===== src/rtl/rat_rf_pkg.sv =====
// Shared types and default geometry for the RAT register file.
// RF_CLEAR encodes as 0, which is also the asynchronous reset state.
package rat_rf_pkg;

  typedef enum logic {
    RF_CLEAR,
    RF_READY
  } rf_state_t;

  localparam int unsigned RF_DATA_W_DEF = 8;
  localparam int unsigned RF_DEPTH_DEF  = 32;

endpackage


===== src/rtl/rat_regfile_mp_if.sv =====
// Operand/write bundle between decode/control and the RAT register file.
// The master drives addresses, write data and requests; the slave returns operands and status.
interface rat_regfile_mp_if
  import rat_rf_pkg::*;
#(
  parameter int unsigned DATA_W = RF_DATA_W_DEF,
  parameter int unsigned DEPTH  = RF_DEPTH_DEF,
  parameter int unsigned ADDR_W = $clog2(DEPTH)
);

  logic [ADDR_W-1:0] RF_ADDRX;
  logic [ADDR_W-1:0] RF_ADDRY;
  logic [ADDR_W-1:0] RF_ADDRW;
  logic              RF_WR;
  logic [DATA_W-1:0] RF_DIN;
  logic              RF_CLR;
  logic [DATA_W-1:0] RF_DX_OUT;
  logic [DATA_W-1:0] RF_DY_OUT;
  logic              RF_BUSY;
  logic              RF_WR_ERR;

  modport master (
    output RF_ADDRX, RF_ADDRY, RF_ADDRW, RF_WR, RF_DIN, RF_CLR,
    input  RF_DX_OUT, RF_DY_OUT, RF_BUSY, RF_WR_ERR
  );

  modport slave (
    input  RF_ADDRX, RF_ADDRY, RF_ADDRW, RF_WR, RF_DIN, RF_CLR,
    output RF_DX_OUT, RF_DY_OUT, RF_BUSY, RF_WR_ERR
  );

endinterface


===== src/rtl/rat_rf_clear_ctrl.sv =====
// Clear sequencer: after reset or on request, walks every entry once and
// requests a zero write to it; busy for exactly DEPTH cycles.
module rat_rf_clear_ctrl
  import rat_rf_pkg::*;
#(
  parameter int unsigned DEPTH  = RF_DEPTH_DEF,
  parameter int unsigned ADDR_W = $clog2(DEPTH)
) (
  input  logic              clk_i,
  input  logic              rst_ni,
  input  logic              clr_req_i,
  output logic              busy_o,
  output logic              clr_we_o,
  output logic [ADDR_W-1:0] clr_addr_o
);

  localparam logic [ADDR_W-1:0] LastAddr = ADDR_W'(DEPTH - 1);

  rf_state_t         state_q, state_d;
  logic [ADDR_W-1:0] cnt_q, cnt_d;

  always_ff @(posedge clk_i or negedge rst_ni) begin
    if (!rst_ni) begin
      state_q <= RF_CLEAR;
      cnt_q   <= '0;
    end else begin
      state_q <= state_d;
      cnt_q   <= cnt_d;
    end
  end

  // The counter stops at the last entry and is parked at 0 while READY.
  always_comb begin
    state_d = state_q;
    cnt_d   = cnt_q;
    case (state_q)
      RF_CLEAR: begin
        if (cnt_q == LastAddr) begin
          state_d = RF_READY;
          cnt_d   = '0;
        end else begin
          cnt_d = cnt_q + 1'b1;
        end
      end
      RF_READY: begin
        if (clr_req_i) begin
          state_d = RF_CLEAR;
        end
      end
    endcase
  end

  always_comb begin
    busy_o     = (state_q == RF_CLEAR);
    clr_we_o   = (state_q == RF_CLEAR);
    clr_addr_o = cnt_q;
  end

endmodule


===== src/rtl/rat_regfile_mp.sv =====
// RAT CPU register file: two read ports, one write port, optional write
// bypass and registered reads, with a hardware clear sweep after reset.
module rat_regfile_mp
  import rat_rf_pkg::*;
#(
  parameter int unsigned DATA_W   = RF_DATA_W_DEF,
  parameter int unsigned DEPTH    = RF_DEPTH_DEF,
  parameter int unsigned ADDR_W   = $clog2(DEPTH),
  parameter int unsigned BYPASS   = 1,
  parameter int unsigned READ_LAT = 0
) (
  input logic             RF_CLK,
  input logic             RF_RST_N,
  rat_regfile_mp_if.slave bus
);

  localparam bit BypassEn = (BYPASS != 0);

  logic              busy;
  logic              clr_we;
  logic [ADDR_W-1:0] clr_addr;

  logic              we;
  logic [ADDR_W-1:0] waddr;
  logic [DATA_W-1:0] wdata;

  logic              in_x, in_y, in_w;
  logic              hit_x, hit_y;
  logic [DATA_W-1:0] rd_x, rd_y;
  logic              wr_err_q;

  logic [DATA_W-1:0] mem_q [DEPTH];

  rat_rf_clear_ctrl #(
    .DEPTH  (DEPTH),
    .ADDR_W (ADDR_W)
  ) u_clear_ctrl (
    .clk_i      (RF_CLK),
    .rst_ni     (RF_RST_N),
    .clr_req_i  (bus.RF_CLR),
    .busy_o     (busy),
    .clr_we_o   (clr_we),
    .clr_addr_o (clr_addr)
  );

  // Addresses beyond DEPTH exist only when DEPTH is not a power of two.
  if (DEPTH == (1 << ADDR_W)) begin : g_full_range
    assign in_x = 1'b1;
    assign in_y = 1'b1;
    assign in_w = 1'b1;
  end else begin : g_part_range
    assign in_x = (32'(bus.RF_ADDRX) < DEPTH);
    assign in_y = (32'(bus.RF_ADDRY) < DEPTH);
    assign in_w = (32'(bus.RF_ADDRW) < DEPTH);
  end

  // The sweep owns the write port while busy; user writes are dropped then.
  always_comb begin
    we    = 1'b0;
    waddr = bus.RF_ADDRW;
    wdata = bus.RF_DIN;
    if (clr_we) begin
      we    = 1'b1;
      waddr = clr_addr;
      wdata = '0;
    end else if (bus.RF_WR && in_w) begin
      we = 1'b1;
    end
  end

  always_ff @(posedge RF_CLK) begin
    if (we) begin
      mem_q[waddr] <= wdata;
    end
  end

  assign hit_x = BypassEn && bus.RF_WR && (bus.RF_ADDRW == bus.RF_ADDRX);
  assign hit_y = BypassEn && bus.RF_WR && (bus.RF_ADDRW == bus.RF_ADDRY);

  always_comb begin
    rd_x = '0;
    rd_y = '0;
    if (!busy && in_x) begin
      rd_x = hit_x ? bus.RF_DIN : mem_q[bus.RF_ADDRX];
    end
    if (!busy && in_y) begin
      rd_y = hit_y ? bus.RF_DIN : mem_q[bus.RF_ADDRY];
    end
  end

  if (READ_LAT != 0) begin : g_read_reg
    logic [DATA_W-1:0] dx_q, dy_q;

    always_ff @(posedge RF_CLK or negedge RF_RST_N) begin
      if (!RF_RST_N) begin
        dx_q <= '0;
        dy_q <= '0;
      end else begin
        dx_q <= rd_x;
        dy_q <= rd_y;
      end
    end

    assign bus.RF_DX_OUT = dx_q;
    assign bus.RF_DY_OUT = dy_q;
  end else begin : g_read_comb
    assign bus.RF_DX_OUT = rd_x;
    assign bus.RF_DY_OUT = rd_y;
  end

  always_ff @(posedge RF_CLK or negedge RF_RST_N) begin
    if (!RF_RST_N) begin
      wr_err_q <= 1'b0;
    end else begin
      wr_err_q <= busy && bus.RF_WR;
    end
  end

  assign bus.RF_BUSY   = busy;
  assign bus.RF_WR_ERR = wr_err_q;

endmodule

===== src/flat_wrapper.sv =====
// flat-port wrapper written by rule: the top's interface ports become plain ports
module rat_regfile_mp_flat import rat_rf_pkg::*;
#(
  parameter int unsigned DATA_W   = RF_DATA_W_DEF,
  parameter int unsigned DEPTH    = RF_DEPTH_DEF,
  parameter int unsigned ADDR_W   = $clog2(DEPTH),
  parameter int unsigned BYPASS   = 1,
  parameter int unsigned READ_LAT = 0
)
  (RF_CLK, RF_RST_N, bus_RF_ADDRX, bus_RF_ADDRY, bus_RF_ADDRW, bus_RF_WR, bus_RF_DIN, bus_RF_CLR, bus_RF_DX_OUT, bus_RF_DY_OUT, bus_RF_BUSY, bus_RF_WR_ERR);
  rat_regfile_mp_if #(.DATA_W(DATA_W), .DEPTH(DEPTH), .ADDR_W(ADDR_W)) bus_i ();
  input logic RF_CLK;
  input logic RF_RST_N;
  input wire logic [$bits(bus_i.RF_ADDRX)-1:0] bus_RF_ADDRX;
  input wire logic [$bits(bus_i.RF_ADDRY)-1:0] bus_RF_ADDRY;
  input wire logic [$bits(bus_i.RF_ADDRW)-1:0] bus_RF_ADDRW;
  input wire logic [$bits(bus_i.RF_WR)-1:0] bus_RF_WR;
  input wire logic [$bits(bus_i.RF_DIN)-1:0] bus_RF_DIN;
  input wire logic [$bits(bus_i.RF_CLR)-1:0] bus_RF_CLR;
  output wire logic [$bits(bus_i.RF_DX_OUT)-1:0] bus_RF_DX_OUT;
  output wire logic [$bits(bus_i.RF_DY_OUT)-1:0] bus_RF_DY_OUT;
  output wire logic [$bits(bus_i.RF_BUSY)-1:0] bus_RF_BUSY;
  output wire logic [$bits(bus_i.RF_WR_ERR)-1:0] bus_RF_WR_ERR;
  assign bus_i.RF_ADDRX = bus_RF_ADDRX;
  assign bus_i.RF_ADDRY = bus_RF_ADDRY;
  assign bus_i.RF_ADDRW = bus_RF_ADDRW;
  assign bus_i.RF_WR = bus_RF_WR;
  assign bus_i.RF_DIN = bus_RF_DIN;
  assign bus_i.RF_CLR = bus_RF_CLR;
  assign bus_RF_DX_OUT = bus_i.RF_DX_OUT;
  assign bus_RF_DY_OUT = bus_i.RF_DY_OUT;
  assign bus_RF_BUSY = bus_i.RF_BUSY;
  assign bus_RF_WR_ERR = bus_i.RF_WR_ERR;
  rat_regfile_mp #(.DATA_W(DATA_W), .DEPTH(DEPTH), .ADDR_W(ADDR_W), .BYPASS(BYPASS), .READ_LAT(READ_LAT)) u_core (.RF_CLK(RF_CLK), .RF_RST_N(RF_RST_N), .bus(bus_i));
endmodule

===== config.mk =====
export PLATFORM = sky130hd
export DESIGN_NAME = rat_regfile_mp_flat
export DESIGN_NICKNAME = d
export VERILOG_FILES = /design/src/rtl/rat_rf_pkg.sv /design/src/rtl/rat_regfile_mp_if.sv /design/src/rtl/rat_rf_clear_ctrl.sv /design/src/rtl/rat_regfile_mp.sv /design/src/flat_wrapper.sv
export SDC_FILE = /design/constraint.sdc
export NUM_CORES = 1
export LEC_CHECK = 0
export ABC_AREA = 1
export CORE_MARGIN = 2
export CORE_UTILIZATION = 64
export DETAILED_ROUTE_END_ITERATION = 12
export DONT_BUFFER_PORTS = 1
export PLACE_DENSITY_LB_ADDON = 0.08
export SYNTH_ARGS = -nofsm -noshare
export SYNTH_HDL_FRONTEND = slang
export SYNTH_SLANG_ARGS = --single-unit

===== constraint.sdc =====
create_clock -name RF_CLK -period 2.6 [get_ports RF_CLK]
set_input_delay 0.65 -clock RF_CLK [delete_from_list [all_inputs] [get_ports RF_CLK]]
set_output_delay 0.65 -clock RF_CLK [all_outputs]
set_load 0.02 [all_outputs]

==> results of run 1 <==
==> metrics by stage <==
step	cell area, µm²	setup slack (ps)
after floorplan	13900	153
after CTS	15600	4.98
final	16000	-176
after global placement	14600	-39.4
after detailed placement	14600	-11.6
after global routing	16000	-48.7
==> per-layer routing <==
metal	global-route usage, %	wire, µm	up-vias
li1	-	-	5467
met1	51.2	15900	5678
met2	58.3	19900	942
met3	8.23	6030	138
met4	12.4	1650	0
met5	0	0	-
==> where the power goes <==
part / leakage (µW) / internal [µW] / total, µW / switching, µW
clock: 0.000430 / 2330 / 3970 / 1640
sequential: 0.00241 / 5600 / 5910 / 306
combinational: 0.00354 / 1020 / 3190 / 2170
==> final timing paths <==
check	startpoint	to	slack, ps	cells after the start
setup / recovery	bus_RF_ADDRX[0]	bus_RF_DX_OUT[2]	-180	12
hold / removal	bus_RF_CLR	u_core.u_clear_ctrl.state_q	180	1
setup reg to reg	u_core.u_clear_ctrl.state_q	u_core.mem_q[28][5]	130	6
hold reg to reg	u_core.u_clear_ctrl.clr_addr_o[1]	u_core.u_clear_ctrl.clr_addr_o[1]	540	2
max in group asynchronous	RF_RST_N	u_core.u_clear_ctrl.clr_addr_o[1]	1920	1
min in group asynchronous	RF_RST_N	u_core.u_clear_ctrl.clr_addr_o[4]	430	1
==> cell type report <==
cell class	instances	area [µm²]	share of cell area, %
Clock buffer	39	763	4.78
Multi-Input combinational cell	1089	5150	32.2
Clock inverter	12	135	0.846
Inverter	107	467	2.92
Tap cell	275	344	2.16
Sequential cell	263	7860	49.3
Timing Repair Buffer	114	1250	7.81
==> what timing repair did <==
item	CTS	global route
setup endpoints to repair	6	16
hold buffers	1	0
endpoints found under the hold margin	7	0
resized for setup	7	65
gates cloned	1	3
pin swaps	1	22
setup buffers	1	6
==> cells in the final DEF, fill, tap and decap left out, types with 15 or more instances in the layout <==
master and count:
o21ai_1 15, buf_12 24, nand3_2 20, buf_4 81, o21ai_0 35, nor2_1 131, nand2_2 21, inv_1 94
edfxtp_1 256, clkbuf_16 32, nand2_1 433, nand3_1 308, o211ai_1 90
==> state kept, by name (all words and copies together) (netlist names) <==
register / cells
u_core.u_clear_ctrl.state_q: 1
u_core.bus.RF_WR_ERR: 1
u_core.u_clear_ctrl.clr_addr_o: 5
u_core.mem_q: 256
==> critical path: stages <==
cell and delay (ps):
clkinv_16 180, buf_12 170, nand2_1 70, nand3_1 70, nand3_1 90, nand2_1 110, nand2_1 70, nand3_1 90
nand2_1 70, a21oi_1 140, buf_4 150, buf_6 110
==> cells by family (layout without fill, tap and decap cells) <==
logic type               Yosys count  in the layout  share of synthesized area [%]
flip-flops                       263            263                           56.5
adder cells (fa/ha/maj)            2              2                          0.180
AND/OR/NAND/NOR                  920            920                           27.9
buffers and inverters            217            272                           7.71
AO/OA/AOI/OAI                    167            167                           7.71
==> flow_metrics.py, run 1 <==
metrics = {
    "job": {
        "cap_violations": 0,
    },
    "global_routing": {
        "grt_pass1_wl_um": 62500,
        "grt_overflow": 0,
        "track_usage_pct": 36.9,
        "grt_pass1_vias": 10900,
        "antenna_found_initial": 0,
        "grt_max_degree": 182,
    },
    "sta": {
        "setup_viol": 15,
        "tns_ps": -950,
        "finalMaxSlewViolations": 0,
        "fin_hold_ws_ps": 185,
        "min_period_ps": 2780,
        "finalHoldViolCount": 0,
        "rsz0062_at_grt": "true",
        "period_share_pct": 107,
        "max_clock_freq_mhz": 360,
        "fin_skew_ps": 15.1,
        "worst_slew_pin_slew_ps": 1150,
        "slew_headroom_pct": 23.0,
        "worst_slack_ps": -176,
    },
    "logic_synthesis": {
        "synth.most_common_cell": "nand2_1",
        "yosysUniqueCellTypes": 26,
        "yosys_warnings": 0,
        "synth-edff-count": 256,
        "synth_area_leaders": "edfxtp_1, nand2_1, nand3_1, o211ai_1, nor2_1",
        "synth_flop_cell": "edfxtp_1",
        "yosysSeqAreaShare_pct": 56.5,
        "avgSynthCellArea_um2": 8.87,
        "synth_top_area_cell": "edfxtp_1",
        "synth_top_area_share_pct": 55.2,
        "syn_area_um2": 13900,
        "syn_nets": 1598,
        "ys_ff_latch": 263,
        "netlist_instances": 1569,
        "async_flop_share_pct": 2.66,
        "yosys-top-cells-count": "nand2_1, nand3_1, edfxtp_1",
    },
    "routing": {
        "vias": 12200,
        "routed_wl_um": 43500,
        "detail_route.wl_per_cell_um": 22.9,
        "ant_nets": 0,
        "vias_per_cell": 6.44,
        "drc_errors": 0,
        "first_iter_violations": 1984,
        "dr.pass1.iters": 6,
    },
    "outcome": {
        "status": "finished with violations",
        "failed_checks": "negative setup slack",
    },
    "layout": {
        "syn2layout_area_growth_pct": 14.7,
        "antennaDiodeCount": 0,
        "layout-drive-gt1-share_pct": 12.9,
        "fin_cells": 1899,
        "final_util_pct": 75.5,
        "fillers": 1471,
        "fin_nets": 1632,
    },
    "cts": {
        "cts_buffer_depth": 3,
        "cts.clk_slew.worst_paths_ps": 60,
        "clkLatencyLatePin_ps": 560,
        "h-tree-depth": 1,
        "cts_tree": "built",
        "cts_buffers": 28,
        "cts_root_buf": "clkbuf_16",
        "clock-sinks": 263,
    },
    "setup_path": {
        "critical_path_arrival_ps": 2130,
        "crit_fanout": 181,
        "end_kind": "primary output",
        "start_kind": "input pin",
        "path_class": "input pin to primary output",
        "crit_required_ps": 1950,
    },
    "placed_design": {
        "post-dp-hpwl_um": 26200,
        "port_buffers": 0,
        "gp_congestion": 0.960,
        "dp.cells": 1836,
    },
    "die": {
        "start_util_pct": 65.8,
        "dieWidth_um": 151,
        "io_pins": 45,
        "die_y_um": 151,
        "core_um2": 21200,
        "dieArea_um2": 22900,
        "row_count": 53,
    },
    "pwr": {
        "finalPower_uw": 13100,
        "p_leak_uw": 0.00637,
        "vdd_drop_max_v": 0.000649,
        "power_density_nw_per_um2": 819,
    },
    "worst_hold_path": {
        "hp-class": "input pin to register",
    },
}
No activity file was read; power rests on OpenSTA's default activity.
==> run 2, diff against run 1 <==
- ABC_AREA: 1 -> unset
- ABC_CLOCK_PERIOD_IN_PS: unset -> 2600
- GPL_ROUTABILITY_DRIVEN: unset -> 0
==> run 2 against run 1 <==
  * The run still ends with negative setup slack left
  * Clock-buffer cell count shrank 10
  * Core utilization is 0.83 points lower
  * Global-route usage decreased by 3.9 points
  * Die area shrank 7.6%
  * Final cell count is 43% lower
  * Highest routed layer unchanged
  * Sequential share of layout area up 4.5 points
  * Clock power decreased by 12%
  * Critical path type is now register to primary output
  * Synthesized area decreased by 7.8%
==> flow_metrics.py, run 2 <==
metrics = {
    "logic_synthesis": {
        "synth_top_area_cell": "edfxtp_1",
        "avgSynthCellArea_um2": 17.0,
        "async_flop_share_pct": 2.66,
        "yosys_warnings": 0,
        "synth-edff-count": 256,
        "yosysUniqueCellTypes": 52,
        "ys_ff_latch": 263,
        "syn_area_um2": 12800,
        "yosysSeqAreaShare_pct": 61.3,
        "synth_top_area_share_pct": 59.9,
        "netlist_instances": 754,
        "synth_area_leaders": "edfxtp_1, mux4_2, o22ai_1, mux2i_1, nor2_1",
        "yosys-top-cells-count": "edfxtp_1, mux4_2, nor2_1",
        "syn_nets": 783,
        "synth_flop_cell": "edfxtp_1",
        "synth.most_common_cell": "edfxtp_1",
    },
    "global_routing": {
        "antenna_found_initial": 0,
        "grt_overflow": 0,
        "grt_pass1_vias": 7944,
        "track_usage_pct": 33.0,
        "grt_max_degree": 74,
        "grt_pass1_wl_um": 51200,
    },
    "sta": {
        "period_share_pct": 111,
        "tns_ps": -2620,
        "worst_slack_ps": -273,
        "finalHoldViolCount": 0,
        "min_period_ps": 2870,
        "finalMaxSlewViolations": 0,
        "fin_skew_ps": 17.3,
        "slew_headroom_pct": 31.8,
        "setup_viol": 16,
        "rsz0062_at_grt": "true",
        "worst_slew_pin_slew_ps": 1020,
        "max_clock_freq_mhz": 348,
    },
    "routing": {
        "routed_wl_um": 34200,
        "vias_per_cell": 7.46,
        "detail_route.wl_per_cell_um": 31.6,
        "drc_errors": 0,
        "dr.pass1.iters": 5,
        "ant_nets": 0,
        "first_iter_violations": 1209,
        "vias": 8056,
    },
    "cts": {
        "cts.clk_slew.worst_paths_ps": 60,
        "h-tree-depth": 1,
        "clock-sinks": 263,
        "cts_root_buf": "clkbuf_16",
        "clkLatencyLatePin_ps": 540,
        "cts_buffer_depth": 3,
        "cts_tree": "built",
        "cts_buffers": 27,
    },
    "placed_design": {
        "post-dp-hpwl_um": 22200,
        "placed_area_um2": 13500,
        "port_buffers": 0,
        "dpl_worst_slack_ps": -171,
    },
    "setup_path": {
        "path_class": "register to primary output",
        "end_kind": "primary output",
        "r2r-end": "u_core.mem_q[20][6]",
        "slowest_stage": "mux4_2",
        "reg2reg_from": "u_core.u_clear_ctrl.state_q",
        "crit_required_ps": 1950,
        "max_stage_delay_ps": 530,
        "crit_fanout": 2,
        "reg2reg_depth": 5,
        "crit_chain": "mux4_2 > o22ai_1 > a211oi_1 > nor2_2 > a21oi_2",
        "critical_path_arrival_ps": 2220,
        "start_kind": "register",
        "r2r_setup_slack_ps": 90,
    },
    "pwr": {
        "power_density_nw_per_um2": 802,
        "p_leak_uw": 0.00479,
        "vdd_drop_max_v": 0.000816,
    },
    "die": {
        "die_y_um": 146,
        "dieArea_um2": 21200,
        "dieWidth_um": 146,
        "row_count": 51,
        "io_pins": 45,
        "core_um2": 19600,
        "start_util_pct": 65.5,
    },
    "layout": {
        "largest_reg_flops": 256,
        "mostFrequentLayoutCells": "edfxtp_1, mux4_2, buf_4, nor2_1, nand2_1",
        "final_area_um2": 14600,
        "fin_nets": 828,
        "antennaDiodeCount": 0,
        "top_register": "u_core.mem_q",
        "layout_commonest_cell": "edfxtp_1",
        "final_util_pct": 74.6,
        "layout-drive-gt1-share_pct": 37.9,
        "syn2layout_area_growth_pct": 14.0,
    },
    "outcome": {
        "failed_checks": "negative setup slack",
        "status": "finished with violations",
    },
    "worst_hold_path": {
        "holdPathStages": 1,
        "whs_endpoint": "u_core.u_clear_ctrl.state_q",
        "hp-class": "input pin to register",
        "min-delay-start": "bus_RF_CLR",
    },
    "job": {
        "cap_violations": 0,
    },
}
[run 2: cell types whose count changed after synthesis, sizes merged, moves of 79 or more]
| cell | delta |
|---|---|
| nand2 | -419 |
| nand3 | -314 |
| mux4 | +119 |
| inv | -93 |
| o211ai | -89 |
| nor2 | -79 |
[run 2: cells by family after synthesis]
logic type	Yosys count	share of synthesized area [%]
and+or+nand+nor	153	5.52
DFF	263	61.3
muxes	157	24.2
xor gates and xnor gates	10	0.683
adders and majority gates	2	0.195
buffers and inverters	65	2.86
AOI/OAI and AO/OA	104	5.23
[run 2: report_power, final]
group | leakage, µW | internal [µW] | switching [µW] | total [µW]
combinational | 0.00194 | 1040 | 1520 | 2550
sequential | 0.00246 | 5380 | 303 | 5680
clock | 0.000386 | 1970 | 1520 | 3490
total | 0.00479 | 8390 | 3340 | 11700
[run 2: worst max path at each step]
stage | cells after the start | end | from | slack, ps
floorplan | 8 | bus_RF_DX_OUT[3] | bus_RF_ADDRX[0] | -100
global placement | 5 | bus_RF_DX_OUT[3] | bus_RF_ADDRX[0] | -130
global route | 7 | bus_RF_DY_OUT[2] | u_core.mem_q[2][2] | -310
detailed placement | 5 | bus_RF_DY_OUT[3] | bus_RF_ADDRY[0] | -170
finish | 5 | bus_RF_DY_OUT[3] | u_core.mem_q[10][3] | -270
CTS | 5 | bus_RF_DY_OUT[3] | u_core.mem_q[19][3] | -250
[run 2: area by class of cell]
cell class	instances	area [µm²]
Multi-Input combinational cell	426	5080
Clock inverter	16	101
Clock buffer	29	683
Timing Repair Buffer	68	513
Tap cell	265	332
Fill cell	1164	4970
Inverter	13	48.8
Sequential cell	263	7860
[run 2: worst max-delay path, delay by kind of cell (launching register included)]
| family | cells | cell delay [ps] |
|---|---|---|
| muxes | 1 | 530 |
| AOI/OAI and AO/OA | 3 | 510 |
| DFF | 1 | 420 |
| and+or+nand+nor | 1 | 230 |
[run 2: per-stage QoR]
step	hold WS [ps]	total power, µW	instances
final	201	11700	1080
after global placement	355	7990	1032
after CTS	190	11700	1078
after global routing	189	12100	1080
after floorplan	354	7230	754
after detailed placement	355	8090	1032
[run 2: what timing repair did]
item	CTS	global route
endpoints found under the setup margin	16	16
hold buffers	1	0
gates resized for setup	50	13
setup buffers	3	2
hold endpoints to repair	7	0
pin swaps	30	11
[run 2: metal layers]
metal  vias to the layer above  wire length (µm)  GRT usage (%)  share of wire [%]
met5                         -                 0              0                  0
met4                         0               892           8.73                2.6
met3                        62              4450           7.52                 13
met2                       639             15900           49.9                 47
met1                      4128             12900           50.1                 38
li1                       3227                 -              -                  -
==> run 3, diff against run 2 <==
- CORE_UTILIZATION: 64 -> 65
- CTS_BUF_LIST: unset -> sky130_fd_sc_hd__clkbuf_2
- SYNTH_HIERARCHICAL: unset -> 1
- TNS_END_PERCENT: unset -> 30
==> run 3 against run 2 <==
  * Maximum frequency shrank 14%
  * Sequential power is essentially flat
  * Clock-buffer cell count grew 64
  * Synthesized area grew 2.6%
  * Largest power group unchanged
  * Clock power shrank 22%
  * Critical path depth grew 1
  * Largest cell class unchanged
  * Wire length grew 10%
  * Clock skew grew 52 ps
  * The run still ends with negative setup slack left
  * Global-route usage grew 2.5 points
  * Core utilization grew 0.99 points
==> flow_metrics.py, run 3 <==
metrics = {
    "outcome": {
        "status": "finished with violations",
        "failed_checks": "negative setup slack",
    },
    "global_routing": {
        "grt_use_met3_pct": 9.63,
        "grt_use_met1_pct": 46.0,
        "met2_usage_pct": 57.0,
        "grt_pass1_vias": 9579,
        "busiest_layer": "met2",
        "grt_pass1_wl_um": 56500,
        "grt_max_degree": 130,
        "grt_overflow": 0,
        "antenna_found_initial": 1,
        "track_usage_pct": 35.5,
    },
    "layout": {
        "final_util_pct": 75.6,
        "largest_reg_flops": 256,
        "fillers": 1330,
        "top_register": "u_core/mem_q",
        "fin_nets": 1077,
        "layout-drive-gt1-share_pct": 25.8,
        "mostFrequentLayoutCells": "mux2i_1, edfxtp_1, a22oi_1, clkbuf_2, buf_4",
        "syn2layout_area_growth_pct": 15.1,
    },
    "die": {
        "dieArea_um2": 21400,
        "die_y_um": 146,
        "start_util_pct": 65.7,
        "io_pins": 45,
        "row_count": 52,
        "dieWidth_um": 146,
        "core_um2": 20000,
    },
    "logic_synthesis": {
        "yosysUniqueCellTypes": 39,
        "synth_top_area_cell": "edfxtp_1",
        "syn_nets": 981,
        "synth_flop_cell": "edfxtp_1",
        "ys_ff_latch": 263,
        "synth_top_area_share_pct": 58.4,
        "netlist_instances": 952,
        "synth-edff-count": 256,
        "synth.most_common_cell": "mux2i_1",
        "yosys-top-cells-count": "mux2i_1, edfxtp_1, a22oi_1",
        "avgSynthCellArea_um2": 13.8,
        "synth_area_leaders": "edfxtp_1, mux2i_1, a22oi_1, a21oi_1, nor2_1",
        "async_flop_share_pct": 2.66,
        "syn_area_um2": 13200,
        "yosysSeqAreaShare_pct": 59.7,
        "yosys_warnings": 6,
    },
    "setup_path": {
        "critical_path_arrival_ps": 2710,
        "end_kind": "primary output",
        "slowest_stage": "or4_4",
        "max_stage_delay_ps": 560,
        "crit_required_ps": 1950,
        "start_kind": "register",
        "path_class": "register to primary output",
        "crit_fanout": 2,
        "critical_path_buf_inv_count": 1,
        "critical-path-top-delay-family": "compound AO/OA/AOI/OAI gates",
        "crit_chain": "mux2i_1 > a22oi_1 > a21oi_1 > or4_4 > a211oi_4 > buf_6",
    },
    "placed_design": {
        "port_buffers": 0,
        "dpl_worst_slack_ps": -452,
        "post-dp-hpwl_um": 24900,
    },
    "cts": {
        "cts_tree": "built",
        "clkLatencyLatePin_ps": 910,
        "cts_buffer_depth": 3,
        "cts_buffers": 61,
        "h-tree-depth": 2,
        "clock-sinks": 263,
        "cts.clk_slew.worst_paths_ps": 110,
        "cts_root_buf": "clkbuf_2",
    },
    "sta": {
        "period_share_pct": 129,
        "rsz0062_at_grt": "true",
        "tns_ps": -10680,
        "worst_slew_pin_slew_ps": 1380,
        "finalMaxSlewViolations": 0,
        "finalHoldViolCount": 0,
        "fin_skew_ps": 69.2,
        "setup_viol": 16,
        "max_clock_freq_mhz": 298,
        "worst_slack_ps": -759,
        "slew_headroom_pct": 7.55,
        "min_period_ps": 3360,
    },
    "worst_hold_path": {
        "hp-class": "input pin to async pin",
    },
    "routing": {
        "dr.pass1.iters": 5,
        "ant_nets": 0,
        "first_iter_violations": 988,
        "vias": 9356,
        "routed_wl_um": 37600,
        "detail_route.wl_per_cell_um": 27.5,
        "drc_errors": 0,
        "vias_per_cell": 6.83,
    },
    "pwr": {
        "vdd_drop_max_v": 0.000633,
        "p_leak_uw": 0.00579,
        "power_density_nw_per_um2": 753,
    },
    "job": {
        "cap_violations": 0,
    },
}
## run 3: kinds of logic after synthesis
family / synth area share (%)
AO/OA/AOI/OAI: 11.3
multiplexers: 19.9
flip-flops: 59.7
XOR/XNOR: 0.665
AND/OR/NAND/NOR: 4.46
adder cells (fa/ha/maj): 0.190
buffers and inverters: 3.70
## run 3: power by group
group          internal [µW]  total [µW]  switching (µW)
registers               5440        5710             271
clock network           1160        2710            1560
logic                   1110        2990            1870
## run 3: path summary, 6_finish.rpt
check,start,to,slack [ps],cells past startpoint
worst max-delay path,u_core/mem_q[25][0],bus_RF_DX_OUT[0],-760,6
worst min-delay path,RF_RST_N,u_core/u_clear_ctrl/clr_addr_o[1],120,1
worst max register to register,u_core/u_clear_ctrl/state_q,u_core/mem_q[30][5],220,5
worst min register to register,u_core/u_clear_ctrl/clr_addr_o[2],u_core/u_clear_ctrl/clr_addr_o[2],620,1
max in group asynchronous,RF_RST_N,u_core/u_clear_ctrl/clr_addr_o[0],2220,1
min in group RF_CLK,bus_RF_DIN[1],u_core/mem_q[21][1],310,2
## run 3: metrics by stage
stage	power, µW	instance area, µm²	hold slack, ps	std cells
global route	11900	15200	66.8	1370
floorplan	7550	13500	354	952
finish	11400	15200	115	1370
detailed placement	8620	14300	355	1251
CTS	11400	15100	55.2	1369
global placement	8470	14300	355	1251
## run 3: metal layers
| metal | up-vias | share of wire (%) |
|---|---|---|
| met4 | 0 | 4.4 |
| met2 | 644 | 47 |
| met1 | 4601 | 36 |
| met5 | - | 0 |
| met3 | 113 | 12 |
| li1 | 3998 | - |
## run 3: layout make-up
class / instances / area, µm² / share of cell area [%]
clock inverters: 21 / 139 / 0.916
clock buffers: 93 / 465 / 3.07
repair buffers: 107 / 1110 / 7.31
flip-flops and latches: 263 / 7860 / 51.9
diodes: 1 / 2.50 / 0.0165
multi-input cells: 610 / 5220 / 34.5
inverters: 5 / 18.8 / 0.124
well taps: 270 / 338 / 2.23
## run 3: repair_timing
action	4_1_cts	5_1_grt
setup buffers	2	0
hold buffers	3	0
resized for setup	25	17
hold endpoints to repair	9	0
setup endpoints to repair	16	16
pin swaps	22	21
